--- config.mk ---
export PLATFORM = sky130hd
export DESIGN_NAME = pong_game_ctrl
export DESIGN_NICKNAME = d
export VERILOG_FILES = /design/src/rtl/pong_game_ctrl.sv
export SDC_FILE = /design/constraint.sdc
export NUM_CORES = 1
export LEC_CHECK = 0
export ABC_AREA = 1
export CORE_AREA = 10 10 75 77
export DETAILED_ROUTE_END_ITERATION = 10
export DIE_AREA = 0 0 85 87
export GPL_TIMING_DRIVEN = 0
export PLACE_DENSITY = 0.76
export SLEW_MARGIN = 5
export SYNTH_ARGS = -nofsm -noshare
export SYNTH_HDL_FRONTEND = slang
export SYNTH_SLANG_ARGS = --single-unit
--- constraint.sdc ---
create_clock -name clk -period 2.3 [get_ports clk]
set_clock_uncertainty 0.15 [all_clocks]
set_input_delay 0.69 -clock clk [delete_from_list [all_inputs] [get_ports clk]]
set_output_delay 0.69 -clock clk [all_outputs]
set_load 0.1 [all_outputs]
--- src/rtl/pong_game_ctrl.sv ---
// Pong game-flow controller: sequences new-game / play / serve / game-over phases,
// keeps both players' BCD scores and paces the serve delay from the frame refresh tick.
module pong_game_ctrl #(
  parameter int unsigned SERVE_FRAMES = 120,
  parameter logic [7:0]  WIN_SCORE    = 8'h11
) (
  input  logic       clk,
  input  logic       reset,
  input  logic [9:0] pix_x,
  input  logic [9:0] pix_y,
  input  logic       start_btn,
  input  logic       miss,
  input  logic       miss_side,
  output logic       graph_still,
  output logic [7:0] score_l,
  output logic [7:0] score_r,
  output logic       game_over,
  output logic       winner,
  output logic [1:0] text_sel
);

  typedef enum logic [1:0] {StNewGame, StPlay, StServe, StOver} state_e;

  localparam logic [7:0] ServeLoad = 8'(SERVE_FRAMES);

  state_e     state_q, state_d;
  logic       btn_q;
  logic [7:0] serve_cnt_q, serve_cnt_d;
  logic [7:0] score_l_q, score_l_d;
  logic [7:0] score_r_q, score_r_d;
  logic       winner_q, winner_d;

  logic       refr_tick;
  logic       btn_rise;
  logic [7:0] inc_l, inc_r, new_score;

  // Two-digit BCD increment that saturates at 99 instead of wrapping.
  function automatic logic [7:0] bcd_inc(input logic [7:0] v);
    logic [7:0] r;
    if (v == 8'h99) begin
      r = v;
    end else if (v[3:0] >= 4'd9) begin
      r = {v[7:4] + 4'd1, 4'd0};
    end else begin
      r = {v[7:4], v[3:0] + 4'd1};
    end
    return r;
  endfunction

  assign refr_tick = (pix_y == 10'd481) && (pix_x == 10'd0);
  assign btn_rise  = start_btn & ~btn_q;
  assign inc_l     = bcd_inc(score_l_q);
  assign inc_r     = bcd_inc(score_r_q);
  // miss_side names the player who missed; the other one scores.
  assign new_score = miss_side ? inc_l : inc_r;

  always_comb begin
    state_d     = state_q;
    serve_cnt_d = serve_cnt_q;
    score_l_d   = score_l_q;
    score_r_d   = score_r_q;
    winner_d    = winner_q;
    unique case (state_q)
      StNewGame: begin
        if (btn_rise) begin
          state_d = StPlay;
        end
      end
      StPlay: begin
        // A miss outranks a simultaneous button press.
        if (miss) begin
          if (miss_side) begin
            score_l_d = inc_l;
          end else begin
            score_r_d = inc_r;
          end
          if (new_score == WIN_SCORE) begin
            state_d  = StOver;
            winner_d = ~miss_side;
          end else begin
            serve_cnt_d = ServeLoad;
            state_d     = StServe;
          end
        end
      end
      StServe: begin
        if (refr_tick && (serve_cnt_q != 8'd0)) begin
          serve_cnt_d = serve_cnt_q - 8'd1;
        end
        if (btn_rise || (refr_tick && (serve_cnt_q == 8'd1))) begin
          state_d = StPlay;
        end
      end
      StOver: begin
        if (btn_rise) begin
          state_d   = StNewGame;
          score_l_d = 8'h00;
          score_r_d = 8'h00;
          winner_d  = 1'b0;
        end
      end
      default: state_d = StNewGame;
    endcase
  end

  always_ff @(posedge clk or posedge reset) begin
    if (reset) begin
      state_q     <= StNewGame;
      btn_q       <= 1'b0;
      serve_cnt_q <= 8'd0;
      score_l_q   <= 8'h00;
      score_r_q   <= 8'h00;
      winner_q    <= 1'b0;
    end else begin
      state_q     <= state_d;
      btn_q       <= start_btn;
      serve_cnt_q <= serve_cnt_d;
      score_l_q   <= score_l_d;
      score_r_q   <= score_r_d;
      winner_q    <= winner_d;
    end
  end

  always_comb begin
    graph_still = 1'b1;
    game_over   = 1'b0;
    text_sel    = 2'b00;
    unique case (state_q)
      StNewGame: text_sel = 2'b00;
      StPlay: begin
        graph_still = 1'b0;
        text_sel    = 2'b01;
      end
      StServe:   text_sel = 2'b10;
      StOver: begin
        game_over = 1'b1;
        text_sel  = 2'b11;
      end
      default: text_sel = 2'b00;
    endcase
  end

  assign score_l = score_l_q;
  assign score_r = score_r_q;
  assign winner  = winner_q;

endmodule
==> results of run 1 <==
sequential cells by signal (all words and copies together), names as in the netlist:
register	cells
score_r	8
state_q	2
score_l	8
serve_cnt_q	8
btn_q	1
winner	1
worst register-to-register path: stages, from the launching register on:
cell,delay (ns)
dfrtp_2,0.45
inv_1,0.10
ha_1,0.19
nand2_1,0.07
nor2_2,0.13
nand2_2,0.10
nand2_2,0.13
nand2_2,0.06
nand2_1,0.07
nor2_2,0.04
nand3_2,0.07
nand2_2,0.07
nand2_4,0.13
nand2_4,0.10
nand2_1,0.07
nand2_1,0.05
logic make-up after synthesis:
kind of cell	after synthesis	synth area share [%]
xor+xnor	4	1.71
buf+inv	44	8.07
simple gates	151	37.4
fa+ha+maj	12	7.34
flops	28	34.3
mux	2	1.10
compound gates	35	10.2
cell type report:
cell class,instances,share of cell area [%]
multi-input combinational,204,44.8
sequential,28,26.6
timing repair buffer,45,17.3
inverter,42,5.90
tap,52,2.43
clock buffer,3,1.54
clock inverter,1,1.12
buffer,2,0.281
timing repair:
action | 4_1_cts | 5_1_grt
setup endpoints to repair | 30 | 20
hold buffers | 0 | 0
resized for setup | 68 | 9
pin swaps | 0 | 0
layer usage:
metal	wire length, microns	vias up	GRT usage (%)
li1	-	1013	-
met1	2270	887	15.8
met2	2260	34	22.1
met3	267	4	3.18
met4	33	0	3.59
met5	0	-	0
cell usage in the layout, fill, tap and decap left out, drive strengths merged, types with 8 or more instances in the layout:
cell type	count
nand2	76
o21ai	13
ha	12
o22ai	11
clkdlybuf4s15	19
dfrtp	28
a21oi	8
nand3	37
inv	41
clkdlybuf4s50	23
nor2	21
power breakdown:
| group | switching [mW] | internal [mW] | total, mW |
|---|---|---|---|
| clock network | 0.160 | 0.233 | 0.394 |
| logic | 1.34 | 0.499 | 1.84 |
| registers | 0.195 | 0.641 | 0.836 |
metrics by stage:
step	instances	power [mW]
2_1_floorplan	276	2.26
3_3_place_gp	373	2.67
3_5_place_dp	373	2.70
4_1_cts	377	3.06
5_1_grt	377	3.28
6_report	377	3.07
worst paths after layout:
kind                             from             end  depth (start not counted)
max                        score_r[2]      score_r[2]                          1
min reg2reg                    winner          winner                          2
max in group asynchronous       reset      score_r[4]                          2
max reg2reg                score_r[1]  serve_cnt_q[1]                         15
min in group asynchronous       reset  serve_cnt_q[1]                          2
min                            winner          winner                          2
==> metrics.txt, run 1 <==
Final Critical Period=2.23 ns; Top delay family on crit path=buffers and inverters; Detailed Routing Iterations Pass 1=4; Total GRT Usage=13.0%; Worst-Skew Late Latency=0.28 ns; max-slew violations=0; reg2reg setup slack=0.22 ns; ys async rst share=100%; number of synthesized flops with an enable pin=0; Vias=1938; synth top area cells=dfrtp_1 (34%), nand2_1 (12%), nand3_1 (7.6%), ha_1 (7.3%), inv_1 (6.4%); CP max stage delay=0.61 ns; worst hold slack=0.373 ns; fin crit share=97.1%; Post-synth top flop=dfrtp_1; Mapped Nets=313; RePlAce Congestion=0.871; total CTS buffers=3; initial detailed-routing violation count=85; Post-CTS Setup Bufs=0; share of cells above drive strength 1=20.9%; H-tree depth=1; core footprint=4230 sq um; Sink Count=28; largest net degree at the start of global routing=29; most numerous cell in the Yosys netlist=nand2_1; Layout Area Growth over Synthesis=30.6%; Power per Cell Area=1150 nW/um^2; final setup TNS=0 ns; Die H=87 microns; IO Pins=46; CP Launch Type=register; maximum buffer depth of the clock tree=2; Peak supply drop=973 uV; WP data required=1.46 ns; final setup vio count=0; global-route wire length before repair=8310 microns; Final Core Density=63.1%; setup ws final=0.0665 ns; Die Footprint=7400 sq um; CP cell instances=clkdlybuf4s15_2; Crit-path slowest cell=clkdlybuf4s15_2; Syn Area/Cell=7.41 sq um; vias per cell=5.14; Final Cell Area=2670 sq um; number of global-route vias before repair=1868; crit path kind=reg2out; crit end category=output pin; DRC=0; Yosys warnings=0; sequential-to-total area share from yosys stat=34.3%; n_diodes=0; cell count after synthesis=276; worst-path fanout max=7; Hold/Removal Path Class=reg2reg; Nets=363; outcome=completed; GR Overflow Total=0; Yosys reg bits=28; Yosys top cell area share=34.3%; Distinct cells, synth=32; Reg area=711 sq um; DIE WIDTH=85 microns; CTS root buffer=clkbuf_8; Detailed Place HPWL=3750 microns; antenna violations before repair=0; f_max=448 MHz; RSZ-0062 raised after global routing=false; Post-Synthesis Cell Area=2050 sq um; Placed Area=2570 sq um; DRT antenna net count=0; WP buf/inv=1; clk slew on worst S/H paths=0.10 ns; Worst Max-Slew Pin Slew=1.07 ns; Final Hold Vio Count=0; Leak Pwr=1.21 nW; dominant cell type by area after synthesis=dfrtp_1; Setup WS pre-CTS=-0.395 ns; Starting Density=48.3%; Slew Limit Headroom=28.8%; number of core rows=24; critical path arrival=1.39 ns; Max Cap Violations=0; CTS tree=yes; Port Buffers=45; Commonest cells post-synth=nand2_1 (67), inv_1 (35), nand3_1 (31); filler instances=376; post-DR wirelength/cell=12.8 microns; Total Wirelength=4830 microns; Multi-input gate area=1200 sq um
(Power assumes the default switching activity.)
==> inputs of run 2 (changes only) <==
SKIP_LAST_GASP = 1   (was not set)
==> run 2 against run 1 <==
Against the previous run: register-to-register slack about the same; combinational power about the same; via count increased by 0.15%; global-route usage unchanged; setup slack got worse by 0.030 ns; clock power about the same; final cell count unchanged; power decreased by 0.27%; fmax decreased by 1.3%; first-iteration DRC count decreased by 15%; sequential share of layout area about the same; largest cell class unchanged.
==> metrics.txt, run 2 (synthesized netlist as in run 1, its figures left out) <==
n_diodes=0 (unchanged); crit end category=output pin (unchanged); fin cells=377 (unchanged); largest net degree at the start of global routing=29 (unchanged); clock power share=12.9% (was 12.8%); Power per Cell Area=1150 nW/um^2 (about the same); Final Critical Period=2.26 ns (was 2.23 ns); Slew Limit Headroom=28.4% (was 28.8%); RSZ-0062 raised after global routing=true (was false); initial detailed-routing violation count=72 (was 85); Top delay family on crit path=buffers and inverters (unchanged); sequential share of power=27.3% (was 27.2%); Layout Area Growth over Synthesis=30.4% (was 30.6%); Final Cell Area=2670 sq um (about the same); Detailed Place HPWL=3750 microns (unchanged); post-DR wirelength/cell=12.8 microns (about the same); Total Wirelength=4820 microns (was 4830 microns); core footprint=4230 sq um (unchanged); total power=3.06 mW (was 3.07 mW); CP Launch Type=register (unchanged); fin crit share=98.4% (was 97.1%); Total GRT Usage=13.0% (unchanged); filler instances=378 (was 376); most common cell after layout, fill and taps aside=nand2_1 (unchanged); max-slew violations=0 (unchanged); IO Pins=46 (unchanged); global-route wire length before repair=8310 microns (unchanged); Final Hold Vio Count=0 (unchanged); WP buf/inv=3 (was 1); total CTS buffers=3 (unchanged); Setup WS pre-CTS=-0.395 ns (unchanged); number of global-route vias before repair=1868 (unchanged); DIE WIDTH=85 microns (unchanged); placed insts=373 (unchanged); commonest cells after routing, fill and taps aside=nand2_1 (67), inv_1 (34), nand3_1 (31), clkdlybuf4s50_1 (23), dfrtp_1 (20) (unchanged); GR Overflow Total=0 (unchanged); Port Buffers=45 (unchanged); CP max stage delay=0.43 ns (was 0.61 ns); setup ws final=0.0367 ns (was 0.0665 ns); Nets=363 (unchanged); Hold/Removal Path Class=reg2reg (unchanged); CTS tree=yes (unchanged); outcome=completed (unchanged); Post-CTS Setup Bufs=0 (unchanged); Internal=1.37 mW (about the same); Die Footprint=7400 sq um (unchanged); worst-path fanout max=4 (was 7); switching share of power=55.3% (about the same); Peak supply drop=972 uV (was 973 uV); Die H=87 microns (unchanged); vias per cell=5.15 (was 5.14); reg2reg setup slack=0.21 ns (was 0.22 ns); antenna violations before repair=0 (unchanged); DRC=0 (unchanged); Detailed Routing Iterations Pass 1=4 (unchanged); WP data required=1.46 ns (about the same); CP cell instances=inv_1 > nor2_4 > inv_2 > buf_2 (was clkdlybuf4s15_2); Starting Density=48.3% (unchanged); H-tree depth=1 (unchanged); Combinational Power Share=59.8% (was 59.9%); RePlAce Congestion=0.871 (unchanged); Leak Pwr=1.21 nW (about the same); Worst Max-Slew Pin Slew=1.07 ns (about the same); switching power=1.69 mW (was 1.70 mW); DRT antenna net count=0 (unchanged); crit path kind=reg2out (unchanged); number of core rows=24 (unchanged); Placed Area=2570 sq um (unchanged); maximum buffer depth of the clock tree=2 (unchanged); Worst-Skew Late Latency=0.28 ns (about the same); Max Cap Violations=0 (unchanged); final setup vio count=0 (unchanged); critical path arrival=1.42 ns (was 1.39 ns); share of cells above drive strength 1=20.6% (was 20.9%); Sink Count=28 (unchanged); clk slew on worst S/H paths=0.10 ns (about the same); Vias=1941 (was 1938); Crit-path slowest cell=dfrtp_1 (was clkdlybuf4s15_2); f_max=442 MHz (was 448 MHz); CTS root buffer=clkbuf_8 (unchanged)
-- run 2: cell types whose count changed in the layout (fill, tap and decap cells not counted), sizes merged --
cell / change
buf: +1
clkbuf: -1
-- run 2: repair_timing --
action,CTS,global route
pin swaps,0,0
setup endpoints to repair,30,20
gates resized for setup,66,9
hold buffers,0,0
-- run 2: power groups by stage --
stage	Clock (mW)	Sequential (mW)	Combinational, mW
floorplan	0	1.26	0.998
global placement	0	0.842	1.83
detailed placement	0	0.844	1.85
CTS	0.405	0.836	1.83
global route	0.420	0.874	1.98
finish	0.395	0.836	1.83
-- run 2: worst register-to-register path, cell delays in order (launching register included) --
cell     delay (ns)
dfrtp_2        0.45
inv_1          0.10
ha_1           0.19
nand2_1        0.07
nor2_2         0.13
nand2_2        0.10
nand2_2        0.13
nand2_2        0.06
nand2_1        0.07
nor2_2         0.04
nand3_2        0.07
nand2_2        0.07
nand2_4        0.13
nand2_4        0.10
nand2_1        0.07
nand2_1        0.05
-- run 2: routing by layer --
metal / GRT usage (%) / routed length [microns] / up-vias
li1: - / - / 1013
met1: 15.8 / 2270 / 890
met2: 22.1 / 2260 / 34
met3: 3.18 / 250 / 4
met4: 3.59 / 33 / 0
met5: 0 / 0 / -
-- run 2: path summary, 6_finish.rpt --
| path | startpoint | end | cells after the start |
|---|---|---|---|
| hold / removal | serve_cnt_q[3] | serve_cnt_q[3] | 2 |
| setup reg to reg | score_r[1] | serve_cnt_q[1] | 15 |
| hold reg to reg | serve_cnt_q[3] | serve_cnt_q[3] | 2 |
| max in group asynchronous | reset | score_l[5] | 2 |
| setup / recovery | state_q[0] | graph_still | 4 |
| min in group asynchronous | reset | serve_cnt_q[1] | 2 |
-- run 2: cell type report --
cell class                      count  area [sq um]  area share, %
Clock buffer                        3          41.3           1.55
Tap cell                           52          65.1           2.44
Buffer                              2          7.51          0.281
Sequential cell                    28           711           26.6
Clock inverter                      1          30.0           1.13
Timing Repair Buffer               45           460           17.3
Inverter                           42           158           5.91
Multi-Input combinational cell    204          1190           44.8
-- run 2: through the flow --
step	hold WS (ns)	TNS (ns)	util [%]
after detailed placement	0.337	-10.86	60.7
after CTS	0.378	-0.104	62.9
after global routing	0.391	-0.834	63.0
after floorplan	0.316	0	-
after global placement	0.339	-10.50	60.7
final	0.383	0	63.0
==> inputs of run 3 (changes only) <==
CORE_AREA = 10 10 77 79   (was 10 10 75 77)
DIE_AREA = 0 0 87 89   (was 0 0 85 87)
PLACE_DENSITY = 0.72   (was 0.76)
==> run 3 against run 2 <==
Against the previous run: die area up 4.7%; core utilization down 3.7 points; non-clock buffer count up 4; critical path depth down 3; sequential cell count unchanged; final cell count up 1.6%; clock power down 32%; setup slack better by 0.046 ns; fmax up 2.1%; critical endpoint is now score_r[2].
==> metrics.txt, run 3 (synthesized netlist as in run 1, its figures left out) <==
Worst-Skew Late Latency=0.27 ns (was 0.28 ns); Die H=89 microns (was 87 microns); Detailed Place HPWL=3830 microns (was 3750 microns); Detailed Routing Iterations Pass 1=6 (was 4); crit end category=output pin (unchanged); CP Launch Type=register (unchanged); Total Wirelength=5060 microns (was 4820 microns); commonest cells after routing, fill and taps aside=nand2_1 (67), inv_1 (34), nand3_1 (31), clkdlybuf4s50_1 (23), dfrtp_1 (20) (unchanged); vias per cell=5.13 (was 5.15); GR Overflow Total=0 (unchanged); most common cell after layout, fill and taps aside=nand2_1 (unchanged); Reg-to-Reg Start=score_l[0] (was score_r[1]); number of core rows=25 (was 24); Final Core Density=59.3% (was 63.0%); fin crit share=96.4% (was 98.4%); Total GRT Usage=12.8% (was 13.0%); worst hold slack=0.351 ns (was 0.383 ns); maximum buffer depth of the clock tree=2 (unchanged); Worst Max-Slew Pin Slew=1.07 ns (about the same); Top delay family on crit path=buffers and inverters (unchanged); CP cell instances=clkdlybuf4s15_2 (was inv_1 > nor2_4 > inv_2 > buf_2); Power per Cell Area=1110 nW/um^2 (was 1150 nW/um^2); worst hold stages=2 (unchanged); critical path arrival=1.38 ns (was 1.42 ns); CTS tree=yes (unchanged); max-slew violations=0 (unchanged); hold endpoint=winner (was serve_cnt_q[3]); Starting Density=45.1% (was 48.3%); FF-to-FF path depth=14 (was 15); Max Cap Violations=0 (unchanged); Final Critical Period=2.22 ns (was 2.26 ns); Nets=368 (was 363); Slew Limit Headroom=28.5% (was 28.4%); share of cells above drive strength 1=23.4% (was 20.6%); number of global-route vias before repair=1884 (was 1868); clk slew on worst S/H paths=0.09 ns (was 0.10 ns); CTS root buffer=clkbuf_8 (unchanged); hold path start=winner (was serve_cnt_q[3]); WP data required=1.46 ns (about the same); post-DR wirelength/cell=13.2 microns (was 12.8 microns); Die Footprint=7740 sq um (was 7400 sq um); final setup vio count=0 (unchanged); H-tree depth=1 (unchanged); Sink Count=28 (unchanged); Layout Area Growth over Synthesis=31.4% (was 30.4%); Hold/Removal Path Class=reg2reg (unchanged); DIE WIDTH=87 microns (was 85 microns); WP buf/inv=1 (was 3); IO Pins=46 (unchanged); initial detailed-routing violation count=89 (was 72); worst-path fanout max=7 (was 4); CP max stage delay=0.61 ns (was 0.43 ns); outcome=completed (unchanged); DRT antenna net count=0 (unchanged); filler instances=413 (was 378); Final Hold Vio Count=0 (unchanged); RR Endpoint=serve_cnt_q[2] (was serve_cnt_q[1]); total CTS buffers=3 (unchanged); crit path kind=reg2out (unchanged); Port Buffers=45 (unchanged); Crit-path slowest cell=clkdlybuf4s15_2 (was dfrtp_1); Vias=1964 (was 1941); Peak supply drop=974 uV (was 972 uV); RePlAce Congestion=0.852 (was 0.871); DRC=0 (unchanged); Leak Pwr=1.21 nW (about the same); core footprint=4540 sq um (was 4230 sq um); reg2reg setup slack=0.18 ns (was 0.21 ns); largest net degree at the start of global routing=29 (unchanged); global-route wire length before repair=8380 microns (was 8310 microns); n_diodes=0 (unchanged); f_max=451 MHz (was 442 MHz); antenna violations before repair=0 (unchanged)
==> run 3: worst max-delay path by stage <==
stage                    start        endpoint  slack (ns)  depth (start not counted)
floorplan           score_l[6]  serve_cnt_q[2]      0.0005                         12
global placement    state_q[0]     graph_still       -0.38                          4
detailed placement  state_q[0]     graph_still       -0.38                          4
CTS                 state_q[0]     graph_still       -0.10                          4
global route        score_l[0]  serve_cnt_q[2]      -0.005                         14
finish              score_r[2]      score_r[2]        0.08                          1
==> run 3: final cells by class <==
type / count / area, sq um / area share [%]
clock buffers: 3 / 41.3 / 1.54
multi-input cells: 205 / 1220 / 45.3
plain buffers: 2 / 7.51 / 0.279
inverters: 42 / 158 / 5.86
flip-flops and latches: 28 / 711 / 26.4
repair buffers: 49 / 485 / 18.1
well taps: 54 / 67.6 / 2.51
==> run 3: timing repair <==
item / 4_1_cts / 5_1_grt
buffers inserted: 0 / 4
hold buffers: 0 / 0
cloned: 0 / 1
gates resized for setup: 66 / 15
pin swaps: 0 / 3
endpoints found under the setup margin: 30 / 24
==> run 3: power by group <==
group          switching [mW]  internal, mW
clock                   0.150         0.117
sequential              0.191         0.641
combinational            1.37         0.524
total                    1.72          1.28
==> run 3: stage by stage <==
stage | cells | setup TNS (ns) | power (mW) | cell area, sq um | worst slack, ns
after global routing | 383 | -0.00540 | 3.21 | 2690 | -0.00540
after floorplan | 276 | 0 | 2.26 | 2060 | 0.000543
final | 383 | 0 | 3.00 | 2690 | 0.0828
after detailed placement | 375 | -10.37 | 2.70 | 2570 | -0.379
after global placement | 375 | -10.11 | 2.67 | 2570 | -0.376
after CTS | 378 | -0.102 | 2.94 | 2630 | -0.102
==> run 3: metal layers <==
layer	share of wire, %	global-route usage (%)	up-vias	wire length [microns]
met3	4.4	2.83	2	223
met5	0	0	-	0
met4	0.28	2.65	0	14
met2	50	23.1	34	2540
li1	-	-	1022	-
met1	45	15.1	906	2280
